$ cat config.mk
export PLATFORM = sky130hd
export DESIGN_NAME = xmult_axil_slave
export DESIGN_NICKNAME = d
export VERILOG_FILES = /design/src/rtl/xmult_pkg.sv /design/src/rtl/xmult_seq_core.sv /design/src/rtl/xmult_axil_slave.sv
export SDC_FILE = /design/constraint.sdc
export NUM_CORES = 1
export LEC_CHECK = 0
export ABC_AREA = 1
export BUFFER_PORTS_ARGS = -buffer_cell sky130_fd_sc_hd__buf_2
export CORE_ASPECT_RATIO = 0.75
export CORE_UTILIZATION = 45
export DETAILED_ROUTE_END_ITERATION = 8
export HOLD_SLACK_MARGIN = 0.1
export SYNTH_ARGS = -nofsm -noshare
export SYNTH_HDL_FRONTEND = slang
export SYNTH_SLANG_ARGS = --single-unit
$ cat constraint.sdc
create_clock -name S_AXI_ACLK -period 2.5 [get_ports S_AXI_ACLK]
set_input_delay 0.375 -clock S_AXI_ACLK [delete_from_list [all_inputs] [get_ports S_AXI_ACLK]]
set_output_delay 0.375 -clock S_AXI_ACLK [all_outputs]
set_load 0.02 [all_outputs]
$ cat src/rtl/xmult_pkg.sv
// Shared constants, types and helpers for the xmult AXI4-Lite slave.
package xmult_pkg;

    // Register word indices (byte address bits [3:2])
    localparam logic [1:0] ADDR_OPA    = 2'd0;
    localparam logic [1:0] ADDR_OPB    = 2'd1;
    localparam logic [1:0] ADDR_CTRL   = 2'd2;
    localparam logic [1:0] ADDR_RESULT = 2'd3;

    // CTRL/STATUS bit positions
    localparam int unsigned CTRL_START = 0;
    localparam int unsigned CTRL_DONE  = 1;
    localparam int unsigned CTRL_BUSY  = 2;
    localparam int unsigned CTRL_IE    = 3;

    localparam logic [1:0] RESP_OKAY = 2'b00;

    typedef enum logic [1:0] {
        StIdle = 2'd0,
        StRun  = 2'd1,
        StFin  = 2'd2
    } xmult_state_e;

    // Merge new_val into old_val byte by byte under strb
    function automatic logic [31:0] apply_wstrb(input logic [31:0] old_val,
                                                 input logic [31:0] new_val,
                                                 input logic [3:0]  strb);
        logic [31:0] merged;
        for (int i = 0; i < 4; i++) begin
            merged[8*i +: 8] = strb[i] ? new_val[8*i +: 8] : old_val[8*i +: 8];
        end
        return merged;
    endfunction

endpackage

$ cat src/rtl/xmult_seq_core.sv
// Sequential unsigned shift-add multiplier: one multiplier bit per cycle.
module xmult_seq_core #(
    parameter int unsigned OP_WIDTH = 16
) (
    input  logic                  clk,
    input  logic                  rst_n,
    input  logic                  start,
    input  logic [OP_WIDTH-1:0]   a,
    input  logic [OP_WIDTH-1:0]   b,
    output logic                  busy,
    output logic                  done_pulse,
    output logic [2*OP_WIDTH-1:0] product
);
    import xmult_pkg::*;

    localparam int unsigned CntW = $clog2(OP_WIDTH + 1);

    xmult_state_e          state_q, state_d;
    logic [CntW-1:0]       cnt_q, cnt_d;
    logic [2*OP_WIDTH-1:0] acc_q, acc_d;
    logic [2*OP_WIDTH-1:0] a_q, a_d;
    logic [OP_WIDTH-1:0]   b_q, b_d;
    logic [2*OP_WIDTH-1:0] product_q, product_d;

    // State, datapath and result registers
    always_ff @(posedge clk or negedge rst_n) begin
        if (!rst_n) begin
            state_q   <= StIdle;
            cnt_q     <= '0;
            acc_q     <= '0;
            a_q       <= '0;
            b_q       <= '0;
            product_q <= '0;
        end else begin
            state_q   <= state_d;
            cnt_q     <= cnt_d;
            acc_q     <= acc_d;
            a_q       <= a_d;
            b_q       <= b_d;
            product_q <= product_d;
        end
    end

    // Next-state and shift-add datapath; start is only honoured in idle
    always_comb begin
        state_d    = state_q;
        cnt_d      = cnt_q;
        acc_d      = acc_q;
        a_d        = a_q;
        b_d        = b_q;
        product_d  = product_q;
        done_pulse = 1'b0;
        case (state_q)
            StIdle: begin
                if (start) begin
                    a_d     = '0;
                    a_d[OP_WIDTH-1:0] = a;
                    b_d     = b;
                    acc_d   = '0;
                    cnt_d   = CntW'(OP_WIDTH);
                    state_d = StRun;
                end
            end
            StRun: begin
                if (b_q[0]) begin
                    acc_d = acc_q + a_q;
                end
                a_d   = a_q << 1;
                b_d   = b_q >> 1;
                cnt_d = cnt_q - CntW'(1);
                if (cnt_q == CntW'(1)) begin
                    state_d = StFin;
                end
            end
            StFin: begin
                product_d  = acc_q;
                done_pulse = 1'b1;
                state_d    = StIdle;
            end
            default: state_d = StIdle;
        endcase
    end

    assign busy    = (state_q != StIdle);
    assign product = product_q;

endmodule

$ cat src/rtl/xmult_axil_slave.sv
// AXI4-Lite register front end for the xmult sequential multiplier.
module xmult_axil_slave #(
    parameter int unsigned C_S_AXI_DATA_WIDTH = 32,
    parameter int unsigned C_S_AXI_ADDR_WIDTH = 4,
    parameter int unsigned OP_WIDTH           = 16
) (
    input  logic                            S_AXI_ACLK,
    input  logic                            S_AXI_ARESETN,
    input  logic [C_S_AXI_ADDR_WIDTH-1:0]   S_AXI_AWADDR,
    input  logic [2:0]                      S_AXI_AWPROT,
    input  logic                            S_AXI_AWVALID,
    output logic                            S_AXI_AWREADY,
    input  logic [C_S_AXI_DATA_WIDTH-1:0]   S_AXI_WDATA,
    input  logic [C_S_AXI_DATA_WIDTH/8-1:0] S_AXI_WSTRB,
    input  logic                            S_AXI_WVALID,
    output logic                            S_AXI_WREADY,
    output logic [1:0]                      S_AXI_BRESP,
    output logic                            S_AXI_BVALID,
    input  logic                            S_AXI_BREADY,
    input  logic [C_S_AXI_ADDR_WIDTH-1:0]   S_AXI_ARADDR,
    input  logic [2:0]                      S_AXI_ARPROT,
    input  logic                            S_AXI_ARVALID,
    output logic                            S_AXI_ARREADY,
    output logic [C_S_AXI_DATA_WIDTH-1:0]   S_AXI_RDATA,
    output logic [1:0]                      S_AXI_RRESP,
    output logic                            S_AXI_RVALID,
    input  logic                            S_AXI_RREADY,
    output logic                            irq
);
    import xmult_pkg::*;

    logic                  awready_q, bvalid_q, arready_q, rvalid_q;
    logic [31:0]           rdata_q;
    logic [OP_WIDTH-1:0]   opa_q, opa_d, opb_q, opb_d;
    logic                  ie_q, ie_d, done_q, done_d, irq_q, irq_d;
    logic                  wr_en, rd_en, start, core_busy, core_done;
    logic [1:0]            wr_idx, rd_idx;
    logic [31:0]           opa_ext, opb_ext, opa_mrg, opb_mrg, rd_mux;
    logic [2*OP_WIDTH-1:0] product;

    assign wr_idx = S_AXI_AWADDR[3:2];
    assign rd_idx = S_AXI_ARADDR[3:2];
    // READY is only high for one cycle and only while both VALIDs were up
    assign wr_en  = awready_q & S_AXI_AWVALID & S_AXI_WVALID;
    assign rd_en  = arready_q & S_AXI_ARVALID;
    assign start  = wr_en && (wr_idx == ADDR_CTRL) && S_AXI_WSTRB[0] && S_AXI_WDATA[CTRL_START];

    xmult_seq_core #(
        .OP_WIDTH (OP_WIDTH)
    ) u_core (
        .clk        (S_AXI_ACLK),
        .rst_n      (S_AXI_ARESETN),
        .start      (start),
        .a          (opa_q),
        .b          (opb_q),
        .busy       (core_busy),
        .done_pulse (core_done),
        .product    (product)
    );

    // Register file next state; FIN setting DONE beats any clear
    always_comb begin
        opa_ext = '0;
        opb_ext = '0;
        opa_ext[OP_WIDTH-1:0] = opa_q;
        opb_ext[OP_WIDTH-1:0] = opb_q;
        opa_mrg = apply_wstrb(opa_ext, S_AXI_WDATA, S_AXI_WSTRB);
        opb_mrg = apply_wstrb(opb_ext, S_AXI_WDATA, S_AXI_WSTRB);
        opa_d   = opa_q;
        opb_d   = opb_q;
        ie_d    = ie_q;
        done_d  = done_q;
        if (wr_en) begin
            case (wr_idx)
                ADDR_OPA: opa_d = opa_mrg[OP_WIDTH-1:0];
                ADDR_OPB: opb_d = opb_mrg[OP_WIDTH-1:0];
                ADDR_CTRL: begin
                    if (S_AXI_WSTRB[0]) begin
                        ie_d = S_AXI_WDATA[CTRL_IE];
                        if (S_AXI_WDATA[CTRL_DONE]) begin
                            done_d = 1'b0;
                        end
                    end
                end
                default: ;
            endcase
        end
        if (start && !core_busy) begin
            done_d = 1'b0;
        end
        if (core_done) begin
            done_d = 1'b1;
        end
        irq_d = done_d & ie_d;
    end

    // Read data mux
    always_comb begin
        rd_mux = '0;
        case (rd_idx)
            ADDR_OPA:  rd_mux = opa_ext;
            ADDR_OPB:  rd_mux = opb_ext;
            ADDR_CTRL: begin
                rd_mux[CTRL_DONE] = done_q;
                rd_mux[CTRL_BUSY] = core_busy;
                rd_mux[CTRL_IE]   = ie_q;
            end
            default:   rd_mux[2*OP_WIDTH-1:0] = product;
        endcase
    end

    // Register file and interrupt flops
    always_ff @(posedge S_AXI_ACLK or negedge S_AXI_ARESETN) begin
        if (!S_AXI_ARESETN) begin
            opa_q  <= '0;
            opb_q  <= '0;
            ie_q   <= 1'b0;
            done_q <= 1'b0;
            irq_q  <= 1'b0;
        end else begin
            opa_q  <= opa_d;
            opb_q  <= opb_d;
            ie_q   <= ie_d;
            done_q <= done_d;
            irq_q  <= irq_d;
        end
    end

    // Write channel: joint AW/W accept, B held until BREADY
    always_ff @(posedge S_AXI_ACLK or negedge S_AXI_ARESETN) begin
        if (!S_AXI_ARESETN) begin
            awready_q <= 1'b0;
            bvalid_q  <= 1'b0;
        end else begin
            awready_q <= S_AXI_AWVALID & S_AXI_WVALID & ~bvalid_q & ~awready_q;
            if (wr_en) begin
                bvalid_q <= 1'b1;
            end else if (S_AXI_BREADY) begin
                bvalid_q <= 1'b0;
            end
        end
    end

    // Read channel: data captured on the AR handshake edge, held until RREADY
    always_ff @(posedge S_AXI_ACLK or negedge S_AXI_ARESETN) begin
        if (!S_AXI_ARESETN) begin
            arready_q <= 1'b0;
            rvalid_q  <= 1'b0;
            rdata_q   <= '0;
        end else begin
            arready_q <= S_AXI_ARVALID & ~rvalid_q & ~arready_q;
            if (rd_en) begin
                rvalid_q <= 1'b1;
                rdata_q  <= rd_mux;
            end else if (S_AXI_RREADY) begin
                rvalid_q <= 1'b0;
            end
        end
    end

    assign S_AXI_AWREADY = awready_q;
    assign S_AXI_WREADY  = awready_q;
    assign S_AXI_BVALID  = bvalid_q;
    assign S_AXI_BRESP   = RESP_OKAY;
    assign S_AXI_ARREADY = arready_q;
    assign S_AXI_RVALID  = rvalid_q;
    assign S_AXI_RDATA   = rdata_q;
    assign S_AXI_RRESP   = RESP_OKAY;
    assign irq           = irq_q;

    logic unused_ok;
    assign unused_ok = ^{S_AXI_AWPROT, S_AXI_ARPROT, S_AXI_AWADDR, S_AXI_ARADDR,
                         opa_mrg, opb_mrg};

endmodule

### Word-level counts from Yosys, hierarchy flattened

Cells that the tools add are included.

| storage, ports and cells | value |
|---|---|
| bits in registers | 190 |
| input port bits | 57 |
| output and inout bits | 42 |

| operators by class | value |
|---|---|
| $add $sub $neg | 2 |
| equal/unequal tests | 10 |
| mux-type cells | 29 |
| bitwise operators | 13 |
| reductions and logical operators | 19 |

Operators by type and width:

| operator | number |
|---|---|
| case mux 32 bit (2 select lines) | 2 |
| 2-to-1 mux 32 bit | 3 |
| case mux 28 bit (3 select lines) | 1 |
| adder 32 bit | 1 |
| case mux 16 bit (2 select lines) | 1 |
| 2-to-1 mux 16 bit | 1 |
| AND reduction 3 bit | 5 |
| 2-to-1 mux 1 bit | 14 |
| case mux 5 bit (2 select lines) | 1 |
| bitwise AND 1 bit | 9 |
| case mux 3 bit (3 select lines) | 1 |
| nonzero test 2 bit | 4 |
| equality test 2 x 1 -> 1 bit (second input constant) | 3 |
| equality test 2 bit (second input constant) | 3 |
| zero test 2 bit | 3 |
| equality test 5 x 1 -> 1 bit (second input constant) | 1 |
| 2-to-1 mux 5 bit | 1 |
| subtractor 5 x 1 -> 5 bit (second input constant) | 1 |
| logical AND 1 bit | 4 |
| 2-to-1 mux 2 bit | 2 |
| != test 2 x 1 -> 1 bit (second input constant) | 2 |
| inverter 1 bit | 4 |
| case mux 2 bit (2 select lines) | 1 |
| AND reduction 2 bit | 2 |
| other kinds (3) | 3 |

### Logic depth before layout (Yosys ltp)

| logic depth | value |
|---|---|
| word-level depth | 9 |
| mapped depth | 13 |

### Modules after synthesis

A second synthesis with hierarchy kept.

| second synthesis, totals | value |
|---|---|
| cells, all modules | 1318 |
| area total of the unflattened synthesis | 10052.1 µm² |

By module, submodules not included:

| module | instances | cells each | area an instance (µm²) | sequential area each (µm²) |
|---|---|---|---|---|
| xmult_seq_core | 1 | 1009 | 7096.8 | 2977.9 |
| xmult_axil_slave | 1 | 309 | 2955.3 | 1776.7 |

### Worst setup path after synthesis

Ideal clock, no wire load.

| path | value |
|---|---|
| path kind | register -> register |
| from | register u_core.a_q[0] |
| to | register u_core.acc_q[24] |
| arrival time | 1.649 ns |
| data required time | 2.382 ns |
| setup slack | 0.732 ns |
| stages on the path, launching flop included | 14 |
| path buffers | 0 |
| cell sequence | dfrtp_1 ha_1 inv_1 fa_1 inv_1 nand3_1 nand3_1 nand2_1 nand2_1 nand2_1 nand3_1 nand2_1 nand3_1 nand2_1 |

| between the ends | value |
|---|---|
| cells in the longest elaborated chain, start to end | 3 |

Ends and longest elaborated chain:

| element | RTL line | source |
|---|---|---|
| start: declaration | xmult_seq_core.sv:21 | `logic [2*OP_WIDTH-1:0] a_q, a_d;` |
| start signal: assignment | xmult_seq_core.sv:31 | `a_q <= '0;` |
| start signal: assignment | xmult_seq_core.sv:38 | `a_q <= a_d;` |
| adder 32 bit | xmult_seq_core.sv:66 | `acc_d = acc_q + a_q;` |
| 2-to-1 mux 32 bit | xmult_seq_core.sv:65 | `if (b_q[0]) begin` |
| case mux 32 bit (2 select lines) | xmult_seq_core.sv:53 | `case (state_q)` |
| end signal: assignment | xmult_seq_core.sv:30 | `acc_q <= '0;` |
| end signal: assignment | xmult_seq_core.sv:37 | `acc_q <= acc_d;` |
| end: declaration | xmult_seq_core.sv:20 | `logic [2*OP_WIDTH-1:0] acc_q, acc_d;` |

No other way between the ends. The select of a mux whose other input is x is not followed.
A chain may end at the register's enable or synchronous reset.

### Worst setup path in the final report

Same ends and word-level chain as after synthesis.

==> tab_implementation.tex <==
\begin{tabular}{lr}
\hline
Metric & Value \\
\hline
\multicolumn{2}{l}{\textbf{Run status}} \\
\quad Status & finished, final reports clean \\
\multicolumn{2}{l}{\textbf{Yosys}} \\
\quad Most repeated cell in the gate-level netlist after synthesis & nand2\_1 \\
\quad Synth area leaders & dfrtp\_1 (47\%), nand2\_1 (15\%), inv\_1 (8.2\%) \\
\quad Synth top cells by count & nand2\_1 (417), inv\_1 (220), dfrtp\_1 (190) \\
\quad Share of Yosys cell area claimed by the top area cell type & 0.471 \\
\quad Instance count of the mapped netlist & 1,330 \\
\quad Share of flip-flops with an asynchronous set or reset after synthesis & 1.00 \\
\quad Count of flip-flops with a built-in enable after synthesis & 0 \\
\quad Cell area after technology mapping & 0.0101 mm2 \\
\quad Commonest register cell after synthesis & dfrtp\_1 \\
\quad Sequential cell area fraction in the yosys report & 0.471 \\
\quad Library cell occupying the most area in the post-synthesis netlist & dfrtp\_1 \\
\quad Number of synthesized register bits & 190 \\
\quad Synthesized area per cell & 7.60 um2 \\
\quad Number of distinct library cells after synthesis & 40 \\
\quad Count of yosys warnings during synthesis & 0 \\
\multicolumn{2}{l}{\textbf{Route}} \\
\quad DRC violation count after routing & 0 \\
\quad Post-route ant nets & 0 \\
\quad Vias per std cell & 4.98 \\
\quad Drt pass-1 iters & 6 \\
\quad Average wire per cell in the routed design & 14.6 um \\
\quad Count of routing violations after the opening detailed-route iteration & 552 \\
\quad Total Wirelength & 24.7 mm \\
\quad Total number of vias & 8,432 \\
\multicolumn{2}{l}{\textbf{Critical path}} \\
\quad Setup Crit Path Kind & reg -> reg \\
\quad Critical Path Slowest Stage Cell & dfrtp\_1 \\
\quad Endpoint class of the critical path & flip-flop \\
\quad Delay of the slowest cell on the worst path & 360 ps \\
\quad Critical path data required time & 2840 ps \\
\quad Cell-by-cell listing of the critical path & ha\_1, inv\_1, fa\_1, inv\_1, nand3\_1, nand3\_1, nand2\_1, nand2\_1, nand2\_1, nand3\_1, nand2\_1, nand3\_1, nand2\_1 \\
\quad Cell type with the highest occurrence count on the critical path & nand2\_1 \\
\quad Critical path startpoint category & flip-flop \\
\quad Arrival time at the worst endpoint & 2530 ps \\
\quad Largest fanout of any net on the critical path & 5 \\
\multicolumn{2}{l}{\textbf{Clock tree}} \\
\quad Number of CTS-inserted buffers & 17 \\
\quad CTS tree & built \\
\quad Clock input transition at the sequential cells of the worst setup and hold paths & 70 ps \\
\quad Root buf cell & clkbuf\_16 \\
\quad Post-CTS Setup Bufs & 0 \\
\quad Clock Sink Count & 190 \\
\quad Clock network latency to the later pin of the worst-skew pair & 440 ps \\
\quad Maximum root-to-sink buffer count & 2 \\
\quad Number of hold buffers added after cts & 1 \\
\quad Cells resized by post-CTS repair & 0 \\
\quad Level count of the clock H-tree & 4 \\
\multicolumn{2}{l}{\textbf{Global routing}} \\
\quad Wire length of the first global-routing pass & 41.4 mm \\
\quad Overall global routing resource usage & 0.228 \\
\quad Remaining global-route overflow & 0 \\
\quad Global routing usage on met3 & 0.0435 \\
\quad Met1 usage & 0.360 \\
\quad Initial antenna violation count & 0 \\
\quad Via count of the first global-routing pass & 7,946 \\
\quad Gr busiest metal & met1 \\
\quad Pin count of the biggest net entering global routing & 67 \\
\quad Met2 GRT Util & 0.316 \\
\multicolumn{2}{l}{\textbf{Floorplan}} \\
\quad Core area & 0.0221 mm2 \\
\quad I/O pins & 99 \\
\quad Die height & 132 um \\
\quad Starting utilization of the core area & 0.458 \\
\quad Die outline width & 175 um \\
\quad Die Footprint & 0.0231 mm2 \\
\quad Std cell rows & 47 \\
\multicolumn{2}{l}{\textbf{Timing}} \\
\quad Final period util & 0.875 \\
\quad Minimum clock period after layout & 2190 ps \\
\quad Max Slew Vio Count & 0 \\
\quad Worst hold margin & 127 ps \\
\quad Setup repair after global routing missed its margin & false \\
\quad Setup\_tns & 0 ps \\
\quad Transition at the pin with the smallest max-transition slack & 644 ps \\
\quad Final Setup Violations & 0 \\
\quad Peak Freq & 457 MHz \\
\quad Max-Slew Margin vs Limit & 0.571 \\
\quad Final Hold Viols & 0 \\
\quad Final setup skew & 12.8 ps \\
\multicolumn{2}{l}{\textbf{Cells and area}} \\
\quad Area grow syn2layout & 12.9\% \\
\quad Final core utilization & 0.517 \\
\quad Antenna Diode Count & 0 \\
\quad Share of post-route cells with drive strength above 1 & 0.0936 \\
\quad Number of nets at the end of the flow & 1,478 \\
\multicolumn{2}{l}{\textbf{Power and ir drop}} \\
\quad Overall power & 13.5 mW \\
\quad Leakage power summed over all cells & 5.95 nW \\
\quad Peak ir drop on the vdd network & 0.651 mV \\
\quad Total power density per cell area & 1180 mW/mm2 \\
\multicolumn{2}{l}{\textbf{Place}} \\
\quad Count of input and output buffers & 66 \\
\quad Detailed-placement wirelength estimate & 18.5 mm \\
\quad Placer's final routability congestion estimate & 0.921 \\
\multicolumn{2}{l}{\textbf{Job}} \\
\quad Number of max-capacitance violations reported & 0 \\
\multicolumn{2}{l}{\textbf{Hold path}} \\
\quad Worst min-delay path class & in -> reg \\
\hline
\end{tabular}
[kinds of logic (layout without fill, tap and decap cells)]
group           Yosys count  count (layout)  share of synthesized area
simple gates            574             574                      0.231
xor+xnor                  8               8                    0.00693
other cells               1               4                   0.000371
flops                   190             190                      0.471
compound gates          250             250                      0.142
mux                       1               1                    0.00111
fa+ha+maj                34              34                     0.0428
buf+inv                 272             339                      0.105
[final timing paths]
path                                      startpoint                        endpoint  slack, ps  cells past startpoint
max                        u_core.a_q[0]$_DFFE_PN0P_    u_core.acc_q[24]$_DFFE_PN0P_        310                     13
min                                     S_AXI_BREADY        S_AXI_BVALID$_DFFE_PN0P_        130                      2
max in group asynchronous              S_AXI_ARESETN  u_core.product[10]$_DFFE_PN0P_       1300                      3
max reg2reg                u_core.a_q[0]$_DFFE_PN0P_    u_core.acc_q[24]$_DFFE_PN0P_        310                     13
min in group asynchronous              S_AXI_ARESETN  u_core.product[28]$_DFFE_PN0P_        490                      2
min reg2reg                  S_AXI_ARREADY$_DFF_PN0_         S_AXI_ARREADY$_DFF_PN0_        440                      1
[per-layer routing]
layer  routed length, um  share of wire  vias to the layer above
met3                1540          0.062                       21
met4                 279          0.011                        0
li1                    -              -                     4322
met2                9620           0.39                      212
met5                   0              0                        -
met1               13200           0.54                     3877
[area by class of cell]
type,instances,area [um2]
clock inverters,15,205
fillers,2151,10600
flip-flops and latches,190,4750
well taps,294,368
multi-input cells,871,4300
clock buffers,17,425
repair buffers,82,512
inverters,225,845
[power by group]
group          total, mW  internal [mW]  switching (mW)
clock network       2.90           1.61            1.29
logic               6.07           2.00            4.07
registers           4.48           3.92           0.560
[critical path: cells and delay by family, from the launching register on]
kind                     cells  cell delay, ps
adder cells (fa/ha/maj)      2             570
buffers and inverters        2             240
AND/OR/NAND/NOR              9             930
flip-flops                   1             360
[layout by cell type, fill, tap and decap left out, types with 4 or more instances in the layout]
cell type	Yosys	final
dfrtp_1	190	190
inv_1	220	220
nor3_1	7	7
clkbuf_16	0	17
a21oi_1	49	49
clkinv_4	0	4
o21ai_0	120	120
buf_4	5	11
ha_1	33	33
inv_2	4	4
nand4_1	4	4
o22ai_1	25	25
o211ai_1	32	32
nand2_1	417	416
nand3_1	55	55
nor2_1	77	77
xnor2_1	7	7
buf_12	0	4
nand2_2	3	4
a41oi_1	7	7
buf_2	9	65
conb_1	1	4
a31oi_1	7	7
[stage by stage]
step           setup WS [ps]  area [um2]  cells
2_1_floorplan            732       10100   1333
3_3_place_gp             377       10800   1661
3_5_place_dp             372       10800   1661
4_1_cts                  338       11400   1694
5_1_grt                 99.5       11400   1694
6_report                 313       11400   1694
[registers in the layout (all words and copies together) (netlist names), 2 cells and up]
name            flops
opb_q              16
u_core.cnt_q        5
S_AXI_RDATA        32
u_core.state_q      2
u_core.a_q         32
u_core.b_q         16
opa_q              16
u_core.product     32
u_core.acc_q       32
Note: power is estimated with default switching activity, not from simulation.
